`src/rtl/keypad_calc_core.sv`:
```
// keypad_calc_core: keypad scan/debounce, hex entry, register bank and registered ALU; define ALU_ACCUM_EN to make op 7 accumulate
module keypad_calc_core #(
  parameter int WIDTH = 8,
  parameter int NREGS = 4,
  parameter int SCAN_DIV = 16,
  parameter int DEBOUNCE = 4,
  localparam int AW = $clog2(NREGS)
) (
  input  logic             clk,
  input  logic             rst_n,
  input  logic             ena,
  input  logic [3:0]       row_in,
  output logic [1:0]       col_sel,
  input  logic             commit,
  input  logic [AW-1:0]    addr_wr,
  input  logic [AW-1:0]    addr_a,
  input  logic [AW-1:0]    addr_b,
  input  logic [2:0]       op,
  output logic             key_valid,
  output logic [3:0]       key_code,
  output logic [WIDTH-1:0] entry,
  output logic [WIDTH-1:0] result,
  output logic             carry,
  output logic             zero
);
  localparam int DW = $clog2(SCAN_DIV);
  localparam int CW = $clog2(DEBOUNCE + 1);
  typedef enum logic [1:0] {SCAN, DEB, PRESS, REL} state_t;
  state_t state, state_nx;
  logic [DW-1:0] div;
  logic [CW-1:0] cnt, cnt_nx;
  logic [3:0] row_m, row_s, code, cur_code;
  logic [1:0] row_idx;
  logic tick, hit, cnt_end, col_inc, cap;
  logic [WIDTH-1:0] bank [NREGS];
  logic [WIDTH-1:0] a, b;
  logic [WIDTH:0] alu;
  logic [WIDTH+3:0] shifted;
  assign tick = div == DW'(SCAN_DIV - 1);
  assign hit = |row_s;
  assign row_idx = row_s[0] ? 2'd0 : row_s[1] ? 2'd1 : row_s[2] ? 2'd2 : 2'd3;
  assign cur_code = {col_sel, row_idx};
  assign cnt_end = cnt == CW'(DEBOUNCE - 1);
  assign key_valid = state == PRESS;
  assign shifted = {entry, key_code};
  assign a = bank[addr_a];
  assign b = bank[addr_b];
  // Two-flop row synchroniser and scan tick divider
  always_ff @(posedge clk or negedge rst_n)
    if (!rst_n) begin
      row_m <= '0;
      row_s <= '0;
      div <= '0;
    end else begin
      row_m <= row_in;
      row_s <= row_m;
      div <= tick ? '0 : div + 1'b1;
    end
  // Scanner next state: advances only on ticks, except the one-cycle PRESS
  always_comb begin
    state_nx = state;
    cnt_nx = cnt;
    col_inc = 1'b0;
    cap = 1'b0;
    case (state)
      SCAN: if (tick) begin
        col_inc = !hit;
        cap = hit;
        cnt_nx = hit ? CW'(1) : cnt;
        state_nx = !hit ? SCAN : (DEBOUNCE == 1) ? PRESS : DEB;
      end
      DEB: if (tick) begin
        cnt_nx = cnt + 1'b1;
        state_nx = !(hit && cur_code == code) ? SCAN : cnt_end ? PRESS : DEB;
      end
      PRESS: begin
        cnt_nx = '0;
        state_nx = REL;
      end
      REL: if (tick) begin
        cnt_nx = hit ? '0 : cnt + 1'b1;
        state_nx = (!hit && cnt_end) ? SCAN : REL;
      end
      default: state_nx = SCAN;
    endcase
  end
  // Scanner state, column, captured code and reported key
  always_ff @(posedge clk or negedge rst_n)
    if (!rst_n) begin
      state <= SCAN;
      cnt <= '0;
      code <= '0;
      col_sel <= '0;
      key_code <= '0;
    end else begin
      state <= state_nx;
      cnt <= cnt_nx;
      if (cap) code <= cur_code;
      if (col_inc) col_sel <= col_sel + 1'b1;
      if (state_nx == PRESS) key_code <= cur_code;
    end
  // Entry shift register and register bank; commit takes the pre-shift entry
  always_ff @(posedge clk or negedge rst_n)
    if (!rst_n) begin
      entry <= '0;
      for (int i = 0; i < NREGS; i++) bank[i] <= '0;
    end else if (commit) begin
      bank[addr_wr] <= entry;
      entry <= key_valid ? WIDTH'(key_code) : '0;
    end else if (key_valid) begin
      entry <= shifted[WIDTH-1:0];
    end
  // ALU: bit WIDTH carries carry/borrow/shifted-out bit
  always_comb begin
    alu = '0;
    case (op)
      3'd0: alu = {1'b0, a} + {1'b0, b};
      3'd1: alu = {1'b0, a} - {1'b0, b};
      3'd2: alu = {1'b0, a & b};
      3'd3: alu = {1'b0, a | b};
      3'd4: alu = {1'b0, a ^ b};
      3'd5: alu = {a, 1'b0};
      3'd6: alu = {a[0], 1'b0, a[WIDTH-1:1]};
`ifdef ALU_ACCUM_EN
      default: alu = {1'b0, result} + {1'b0, a};
`else
      default: alu = {1'b0, a};
`endif
    endcase
  end
  // Registered result and flags, held while ena is low
  always_ff @(posedge clk or negedge rst_n)
    if (!rst_n) begin
      result <= '0;
      carry <= 1'b0;
      zero <= 1'b0;
    end else if (ena) begin
      result <= alu[WIDTH-1:0];
      carry <= alu[WIDTH];
      zero <= alu[WIDTH-1:0] == '0;
    end
endmodule

```
`config.mk`:
```
export PLATFORM = sky130hd
export DESIGN_NAME = keypad_calc_core
export DESIGN_NICKNAME = d
export VERILOG_FILES = /design/src/rtl/keypad_calc_core.sv
export SDC_FILE = /design/constraint.sdc
export NUM_CORES = 1
export LEC_CHECK = 0
export ABC_CLOCK_PERIOD_IN_PS = 3870
export BUFFER_PORTS_ARGS = -buffer_cell sky130_fd_sc_hd__buf_2
export CORE_MARGIN = 2
export CORE_UTILIZATION = 60
export DETAILED_ROUTE_END_ITERATION = 16
export GPL_TIMING_DRIVEN = 0
export PLACE_DENSITY = 0.8
export SYNTH_ARGS = -nofsm -noshare
export SYNTH_HDL_FRONTEND = slang
export SYNTH_SLANG_ARGS = --single-unit
```
`constraint.sdc`:
```
create_clock -name clk -period 3.87 [get_ports clk]
set_input_delay 0.387 -clock clk [delete_from_list [all_inputs] [get_ports clk]]
set_output_delay 0.387 -clock clk [all_outputs]
set_load 0.05 [all_outputs]
```
After elaboration in Yosys (flattened, before gate mapping)

Index checks and enable logic that the tools add are counted.

Bits of input ports: 17
Memories kept: 0
Bits in writable memories: 0
Output and inout port bits: 25
Bits in read-only memories: 0
Logic and storage cells: 93
Register bits after elaboration: 77
Bits in latches: 0

Muxes and demuxes: 35
Bitwise operators: 6
$lt $le $gt $ge: 4
Equality and inequality tests: 17
Multiply operators: 0
Reduce and logical (&&, ||, !) cells: 10
Shift operators: 0
$add $sub $neg: 5
Divide/modulo/power cells: 0

Operator list:

| kind                | number |
|---|---|
| $pmux 9 s7          | 1 |
| $mux 8              | 7 |
| $bmux 8 s2          | 2 |
| $bwmux 32           | 1 |
| $demux 8 s2         | 1 |
| $mux 2              | 8 |
| $mux 3              | 5 |
| $pmux 3 s4          | 1 |
| $add 8x8->9         | 1 |
| $eq 3x2->1 const B  | 3 |
| $eq 3x3->1 const B  | 3 |
| $ge 3x3->1 const B  | 3 |
| $not 2->3           | 3 |
| $sub 8x8->9         | 1 |
| $and 8x8->8         | 1 |
| $logic_not 8->1     | 1 |
| $mux 4              | 2 |
| $ne 2x2->1 const B  | 4 |
| $or 8x8->8          | 1 |
| $pmux 2 s4          | 1 |
| $xor 8x8->8         | 1 |
| $eq 2x2->1 const B  | 3 |
| $mux 1              | 6 |
| $add 4x1->4 const B | 1 |
| 14 further kinds    | 16 |

Longest topological paths before layout

Gate-level depths: netlist (run 1).

Depth after elaboration: 9
Mapped depth: 14
Mapped depth without buffers: 13

Worst setup path after synthesis (run 1)

No wires, ideal clock.

Path kind: input port to flip-flop
Start: input port addr_b[0]
End: register zero
Cell stages on the path: 13
Buffers on the path: 1
Data arrival time: 3.704 ns
Setup slack: 0.085 ns
Cells stage by stage: buf_2 -> mux4_2 -> inv_1 -> ha_1 -> mux2i_1 -> ha_1 -> nor2b_1 -> o21ai_0 -> or3b_2 -> a311oi_4 -> nor2_1 -> or4_1 -> o22ai_2

Longest elaborated chain between the ends: 7

Ends and longest elaborated chain:

| item                                         | line | text |
|---|---|---|
| start: declaration                           | 17   | `input logic [AW-1:0] addr_b,` |
| $not 2->3 (not written as such) *            | 47   | `assign b = bank[addr_b];` |
| $bmux 8 s2 *                                 | 47   |  |
| $mux 8 (not written as such) * (2 in series) | 47   |  |
| $sub 8x8->9 (tied with other cells)          | 118  | `3'd1: alu = {1'b0, a} - {1'b0, b};` |
| $pmux 9 s7 *                                 | 116  | `case (op)` |
| $logic_not 8->1 *                            | 140  | `zero <= alu[WIDTH-1:0] == '0;` |
| end signal: assignment                       | 136  | `zero <= 1'b0;` |
| end signal: assignment                       | 140  |  |
| end: declaration                             | 24   | `output logic zero` |

Mark *: on every way between the ends. The rest lies on a longest branch, timed or not. The select of a mux whose other input is x is not followed.
A chain may end at the register's enable or synchronous reset.

Worst setup path after layout (run 1)

Start: register bank[1] (netlist name)
End: register zero

Longest elaborated chain between the ends: 6

Ends and longest elaborated chain:

| item                                    | line   | text |
|---|---|---|
| start: declaration                      | 35     | `logic [WIDTH-1:0] bank [NREGS];` |
| start signal: indexed assignment        | 108    | `bank[addr_wr] <= entry;` |
| $bmux 8 s2 (on tied branches)           | 46, 47 |  |
| $mux 8 (on tied branches) (2 in series) | 46, 47 |  |
| $sub 8x8->9 (tied with other cells)     | 118    |  |
| $pmux 9 s7 *                            | 116    |  |
| $logic_not 8->1 *                       | 140    |  |

Marked as above.

==> results of run 1 <==
## logic make-up (layout without fill, tap and decap cells)
group	Yosys count	count (layout)	synth area share (%)
AOI/OAI and AO/OA	94	94	13.36
muxes	65	65	19.28
buffers and inverters	49	100	4.173
xor gates and xnor gates	16	16	2.958
DFF	77	77	40.68
adders and majority gates	29	29	7.818
and+or+nand+nor	116	116	11.73
## power groups by stage
| stage | logic (mW) | clock network (mW) | registers, mW |
|---|---|---|---|
| 6_report | 0.250 | 0.642 | 0.847 |
| 3_3_place_gp | 0.238 | 0 | 0.862 |
| 4_1_cts | 0.248 | 0.653 | 0.847 |
| 5_1_grt | 0.272 | 0.693 | 0.850 |
| 2_1_floorplan | 0.127 | 0 | 0.907 |
| 3_5_place_dp | 0.248 | 0 | 0.863 |
## metal layers
metal | GRT usage (%) | wire (um) | part of all wire (%)
met5 | 0 | 0 | 0
met3 | 4.231 | 569 | 5.2
met1 | 35.44 | 4655 | 43
met4 | 12.75 | 302 | 2.8
met2 | 43.90 | 5349 | 49
## final timing paths
check | from | end | cells after the start
worst min register to register | row_m[1] | row_s[1] | 0
max in group asynchronous | rst_n | result[5] | 3
worst max-delay path | bank[1] | zero | 12
worst max register to register | bank[1] | zero | 12
min in group asynchronous | rst_n | bank[13] | 2
worst min-delay path | row_in[2] | row_m[2] | 1
## worst reg2reg max path, stage by stage (launching register included)
cell      delay [ns]
dfrtp_1         0.40
mux4_2          0.55
inv_1           0.11
ha_1            0.24
mux2i_2         0.22
ha_1            0.27
nor2b_1         0.14
o21ai_0         0.19
or3b_2          0.50
a311oi_4        0.35
nor2_1          0.06
or4_1           0.53
o22ai_2         0.14
## registers in the layout, summed over array words and instances (netlist names)
register  flops
bank         32
carry         1
cnt           3
code          4
col_sel       2
div           4
entry         8
key_code      4
result        8
row_m         4
row_s         4
state         2
zero          1
## Yosys cell counts (4+ instances only)
library cell,count
a31oi_1,4
nor3b_1,4
mux2i_1,8
mux4_2,13
ha_1,28
nand2b_1,5
dfrtp_1,77
nand3_1,16
nor3_1,5
nand2_1,23
mux2_2,41
clkbuf_1,15
o22ai_1,4
o21ai_0,23
xnor2_1,13
inv_1,28
nor2b_1,8
a21oi_1,26
nor2_1,41
nand3b_1,4
## repair_timing
action	4_1_cts	5_1_grt
hold buffers	1	0
setup endpoints to repair	1	1
gates resized for setup	1	4
endpoints found under the hold margin	15	0
buffers inserted	0	1
pin swaps	0	1
## per-stage QoR
| step | cells | power [mW] | hold slack [ns] | utilization, % | setup WS, ns |
|---|---|---|---|---|---|
| after floorplan | 446 | 1.034 | 0.09141 | - | 0.08500 |
| after detailed placement | 584 | 1.111 | 0.2694 | 65.95 | -0.3781 |
| after global placement | 583 | 1.100 | 0.3320 | 65.56 | -0.2341 |
| after CTS | 598 | 1.749 | 0.1306 | 68.68 | 0.08048 |
| after global routing | 599 | 1.815 | 0.1198 | 68.88 | 0.006516 |
| final | 599 | 1.739 | 0.1375 | 68.88 | 0.09194 |
## cell type report
class,instances,area (um^2)
plain buffers,19,88.84
clock buffers,10,127.6
clock inverters,4,73.82
fillers,596,2392
inverters,29,108.9
multi-input cells,320,2619
flip-flops and latches,77,1927
well taps,102,127.6
repair buffers,38,222.7
==> flow_metrics.env, run 1 <==
export IMPL_design_area_mm2=0.005295
export IMPL_async_flop_share_pct=100.0
export IMPL_synth_top_area_share_pct=40.68
export IMPL_fmax_mhz=264.7
export IMPL_yosys_area_top_type="dfrtp_1"
export IMPL_syn_num_nets=492
export IMPL_crit_path_frequent_cell="ha_1"
export IMPL_crit_chain="mux4_2, inv_1, ha_1, mux2i_2, ha_1, nor2b_1, o21ai_0, or3b_2, a311oi_4, nor2_1, or4_1, o22ai_2"
export IMPL_viasPerCell=6.227
export IMPL_gr_total_overflow=0
export IMPL_start_util_pct=61.62
export IMPL_core_region_area_mm2=0.007687
export IMPL_slowest_stage="mux4_2"
export IMPL_dieArea_mm2=0.008622
export IMPL_dp_hpwl_mm=7.967
export IMPL_grt_max_degree=63
export IMPL_finalHoldViolCount=0
export IMPL_required_ns=4.14
export IMPL_p_clk_share_pct=36.9
export IMPL_synth_edf_count=0
export IMPL_post_route_period_util_pct=97.62
export IMPL_die_w_um=92.86
export IMPL_rows=32
export IMPL_synth_area_mm2=0.004737
export IMPL_hold_path_class="in2reg"
export IMPL_gp_congestion=0.9148
export IMPL_rsz0062_at_grt="no"
export IMPL_wl_mm=10.88
export IMPL_critPathLaunchType="flop"
export IMPL_clk_path_buf_depth=2
export IMPL_slew_headroom_pct=4.779
export IMPL_yosys_top_cells_area="dfrtp_1 41%, mux2_2 9.7%, ha_1 7.4%, mux4_2 6.2%, nor2_1 3.2%"
export IMPL_critPathMaxStageDelay_ns=0.55
export IMPL_yosysWarningCount=0
export IMPL_worstSetupPathType="reg2reg"
export IMPL_chipHeight_um=92.86
export IMPL_fin_nets=540
export IMPL_cts_root_buf="clkbuf_8"
export IMPL_io_pins=42
export IMPL_yosysUniqueCellTypes=62
export IMPL_drtPass1Iterations=4
export IMPL_p_switching_mw=0.4665
export IMPL_num_antenna_cells=0
export IMPL_combPwrFrac_pct=14.4
export IMPL_r2r_slack_ns=0.09
export IMPL_cp_top_family="simple AND/OR/NAND/NOR gates"
export IMPL_period_needed_ns=3.778
export IMPL_power_density_mw_per_mm2=328.5
export IMPL_cap_violations=0
export IMPL_skew_ns=0.01163
export IMPL_drt_antenna_violating_nets=0
export IMPL_drtIter0Drc=227
export IMPL_grt_pass1_vias=3713
export IMPL_slew_viol_final=0
export IMPL_synth_seq_area_share_pct=40.68
export IMPL_drc=0
export IMPL_grt_usage_pct=26.94
export IMPL_wire_per_inst_um=18.16
export IMPL_power_leakage_nw=2.417
export IMPL_ys_flop_type="dfrtp_1"
export IMPL_cp_max_fo=4
export IMPL_synth_cells=446
export IMPL_status="finished, final reports clean"
export IMPL_insertion_delay_ns=0.35
export IMPL_drive_above_1_share_pct=24.35
export IMPL_ys_ff_latch=77
export IMPL_antenna_found_initial=0
export IMPL_syn_avg_cell_area_um2=10.62
export IMPL_synthToLayoutAreaGrowth_pct=11.78
export IMPL_peakVddDrop_uv=253.6
export IMPL_p_sw_share_pct=26.82
export IMPL_fin_setup_tns_ns=0
export IMPL_final_common_cell="dfrtp_1"
export IMPL_grt_pass1_wl_mm=17.95
export IMPL_critPathArrivalTime_ns=4.05
export IMPL_pwr_share_seq_pct=48.7
export IMPL_clock_sinks=77
export IMPL_cp_end_kind="flop"
export IMPL_path_clk_slew_ns=0.08
export IMPL_placed_cell_area_mm2=0.005070
export IMPL_final_cell_mix="77 x dfrtp_1, 41 x mux2_2, 40 x nor2_1, 35 x buf_2"
export IMPL_tightest_slew_ns=1.425
export IMPL_setup_viol=0
export IMPL_htree_levels=3
export IMPL_tritoncts="done"
export IMPL_crit_buf_inv=1
export IMPL_portBuffers=35
export IMPL_cts_buffers=9
export IMPL_vias=3730
export IMPL_internal_power_mw=1.273
No activity file was read; power rests on OpenSTA's default activity.
==> inputs of run 2 (changes only) <==
--- a/config.mk
+++ b/config.mk
@@ -7,11 +7,13 @@
 export LEC_CHECK = 0
 export ABC_CLOCK_PERIOD_IN_PS = 3870
 export BUFFER_PORTS_ARGS = -buffer_cell sky130_fd_sc_hd__buf_2
+export CELL_PAD_IN_SITES_DETAIL_PLACEMENT = 0
+export CELL_PAD_IN_SITES_GLOBAL_PLACEMENT = 2
 export CORE_MARGIN = 2
-export CORE_UTILIZATION = 60
+export CORE_UTILIZATION = 40
 export DETAILED_ROUTE_END_ITERATION = 16
 export GPL_TIMING_DRIVEN = 0
-export PLACE_DENSITY = 0.8
+export PLACE_DENSITY_LB_ADDON = 0.1
 export SYNTH_ARGS = -nofsm -noshare
 export SYNTH_HDL_FRONTEND = slang
 export SYNTH_SLANG_ARGS = --single-unit
==> run 2 against run 1 <==
Utilization is 21 points lower. Via count shrank 4.3%. Fmax rose by 1.5%. Global-route usage is 7.0 points lower. Count of clock-buffer cells in the layout unchanged. Final area is 3.0% higher. Die area is 48% higher. Highest routed layer unchanged. Worst hold slack better by 0.016 ns. Power is 15% higher.
==> flow_metrics.env, run 2 (synthesis gave the netlist of run 1 again) <==
export IMPL_status="finished, final reports clean"
export IMPL_slew_viol_final=0
export IMPL_pwr_share_seq_pct=42.5
export IMPL_drc=0
export IMPL_drt_antenna_violating_nets=0
export IMPL_cap_violations=0
export IMPL_largest_register_ffs=32
export IMPL_start_util_pct=41.31
export IMPL_core_region_area_mm2=0.01147
export IMPL_crit_buf_inv=1
export IMPL_wire_per_inst_um=18.21
export IMPL_wl_mm=11.66
export IMPL_die_w_um=112.8
export IMPL_fmax_mhz=268.8
export IMPL_slew_headroom_pct=38.44
export IMPL_num_antenna_cells=0
export IMPL_required_ns=4.13
export IMPL_final_common_cell="dfrtp_1"
export IMPL_insertion_delay_ns=0.34
export IMPL_combPwrFrac_pct=12.8
export IMPL_vias=3568
export IMPL_grt_max_degree=58
export IMPL_largestRegisters="bank x32, entry x8, result x8"
export IMPL_grt_pass1_wl_mm=19.60
export IMPL_clk_path_buf_depth=2
export IMPL_timing_rr_start="bank[1]"
export IMPL_worstHoldStart="row_in[3]"
export IMPL_r2r_slack_ns=0.15
export IMPL_grt_pass1_vias=3593
export IMPL_path_clk_slew_ns=0.06
export IMPL_p_switching_mw=0.5201
export IMPL_chipHeight_um=112.8
export IMPL_final_util_pct=47.55
export IMPL_critPathMaxStageDelay_ns=0.55
export IMPL_clock_sinks=77
export IMPL_dieArea_mm2=0.01273
export IMPL_cp_top_family="simple AND/OR/NAND/NOR gates"
export IMPL_setup_viol=0
export IMPL_p_clk_share_pct=44.7
export IMPL_cp_max_fo=4
export IMPL_largest_register="bank"
export IMPL_htree_levels=3
export IMPL_power_leakage_nw=2.465
export IMPL_crit_path_frequent_cell="ha_1"
export IMPL_grt_usage_pct=19.93
export IMPL_r2r_cells=12
export IMPL_peakVddDrop_uv=315.8
export IMPL_tightest_slew_ns=0.9194
export IMPL_fin_nets=540
export IMPL_holdPathEnd="row_m[3]"
export IMPL_viasPerCell=5.575
export IMPL_p_sw_share_pct=26.07
export IMPL_r2r_end="zero"
export IMPL_power_total_mw=1.995
export IMPL_drive_above_1_share_pct=24.55
export IMPL_drtIter0Drc=160
export IMPL_gr_total_overflow=0
export IMPL_dp_hpwl_mm=8.634
export IMPL_power_density_mw_per_mm2=365.9
export IMPL_hold_path_class="in2reg"
export IMPL_synthToLayoutAreaGrowth_pct=15.11
export IMPL_final_cell_mix="77 x dfrtp_1, 41 x mux2_2, 40 x nor2_1, 35 x buf_2"
export IMPL_internal_power_mw=1.475
export IMPL_min_path_cells=1
export IMPL_tritoncts="done"
export IMPL_period_needed_ns=3.721
export IMPL_critPathLaunchType="flop"
export IMPL_cts_buffers=9
export IMPL_slowest_stage="mux4_2"
export IMPL_rows=39
export IMPL_post_route_period_util_pct=96.14
export IMPL_portBuffers=35
export IMPL_gp_congestion=0.8220
export IMPL_finalHoldViolCount=0
export IMPL_worstSetupPathType="reg2reg"
export IMPL_cts_root_buf="clkbuf_16"
export IMPL_io_pins=42
export IMPL_cp_end_kind="flop"
export IMPL_critPathArrivalTime_ns=3.99
export IMPL_antenna_found_initial=0
export IMPL_nFillCells=1082
export IMPL_crit_chain="mux4_2, inv_1, ha_1, mux2i_2, ha_1, nor2b_1, o21ai_0, or3b_2, a311oi_4, nor2_1, or4_1, o22ai_2"
export IMPL_skew_ns=0.006948
export IMPL_drtPass1Iterations=5
-- run 2: changes by cell type in the layout (fill, tap and decap cells not counted) --
| cell | previous run | this run |
|---|---|---|
| nor3b_2 | 0 | 1 |
| clkbuf_16 | 0 | 9 |
| clkbuf_8 | 9 | 0 |
| nor3b_1 | 4 | 3 |
-- run 2: worst max path at each step --
stage | slack [ns] | cells after the start | startpoint | endpoint
after floorplan | 0.09 | 13 | addr_b[0] | zero
after global placement | -0.46 | 13 | op[0] | zero
after detailed placement | -0.46 | 13 | op[0] | zero
after CTS | 0.05 | 13 | addr_b[0] | zero
after global routing | -0.002 | 12 | bank[1] | zero
final | 0.15 | 12 | bank[1] | zero
-- run 2: power groups by stage --
stage / sequential, mW / clock, mW / combinational [mW]
2_1_floorplan: 0.907 / 0 / 0.127
3_3_place_gp: 0.862 / 0 / 0.250
3_5_place_dp: 0.863 / 0 / 0.257
4_1_cts: 0.849 / 0.915 / 0.258
5_1_grt: 0.852 / 0.946 / 0.280
6_report: 0.848 / 0.892 / 0.255
-- run 2: area by class of cell --
| class | count | area (um^2) | area share (%) |
|---|---|---|---|
| Multi-Input combinational cell | 320 | 2624 | 48.12 |
| Timing Repair Buffer | 38 | 222.7 | 4.084 |
| Clock buffer | 10 | 229.0 | 4.199 |
| Inverter | 29 | 108.9 | 1.996 |
| Buffer | 19 | 88.84 | 1.629 |
| Clock inverter | 4 | 73.82 | 1.354 |
| Sequential cell | 77 | 1927 | 35.34 |
| Tap cell | 143 | 178.9 | 3.281 |
-- run 2: what timing repair did --
item | in CTS | in global routing
resized for setup | 2 | 2
hold buffers | 1 | 0
hold endpoints to repair | 20 | 0
buffers inserted | 0 | 1
setup endpoints to repair | 1 | 1
-- run 2: metrics by stage --
stage	cell area, um^2	setup slack (ns)	setup TNS [ns]	cells	hold slack (ns)
2_1_floorplan	4737	0.08500	0	446	0.09141
4_1_cts	5439	0.05238	0	639	0.1377
3_5_place_dp	5126	-0.4617	-1.219	625	0.3105
3_3_place_gp	5091	-0.4642	-1.233	624	0.3328
6_report	5453	0.1494	0	640	0.1533
5_1_grt	5453	-0.001584	-0.001584	640	0.1423
-- run 2: metal layers --
metal	up-vias	wire, um	share of wire (%)	track usage, %
li1	1726	-	-	-
met1	1757	5812	50	28.36
met2	75	5237	45	30.38
met3	10	460	3.9	3.374
met4	0	146	1.3	8.049
met5	-	0	0	0
-- run 2: worst reg2reg max path: cells and delay by family, from the launching register on --
| family | cells | cell delay (ns) |
|---|---|---|
| buffers and inverters | 1 | 0.12 |
| AO/OA/AOI/OAI | 3 | 0.67 |
| AND/OR/NAND/NOR | 4 | 1.23 |
| multiplexers | 2 | 0.74 |
| adder cells (fa/ha/maj) | 2 | 0.50 |
| flip-flops | 1 | 0.39 |
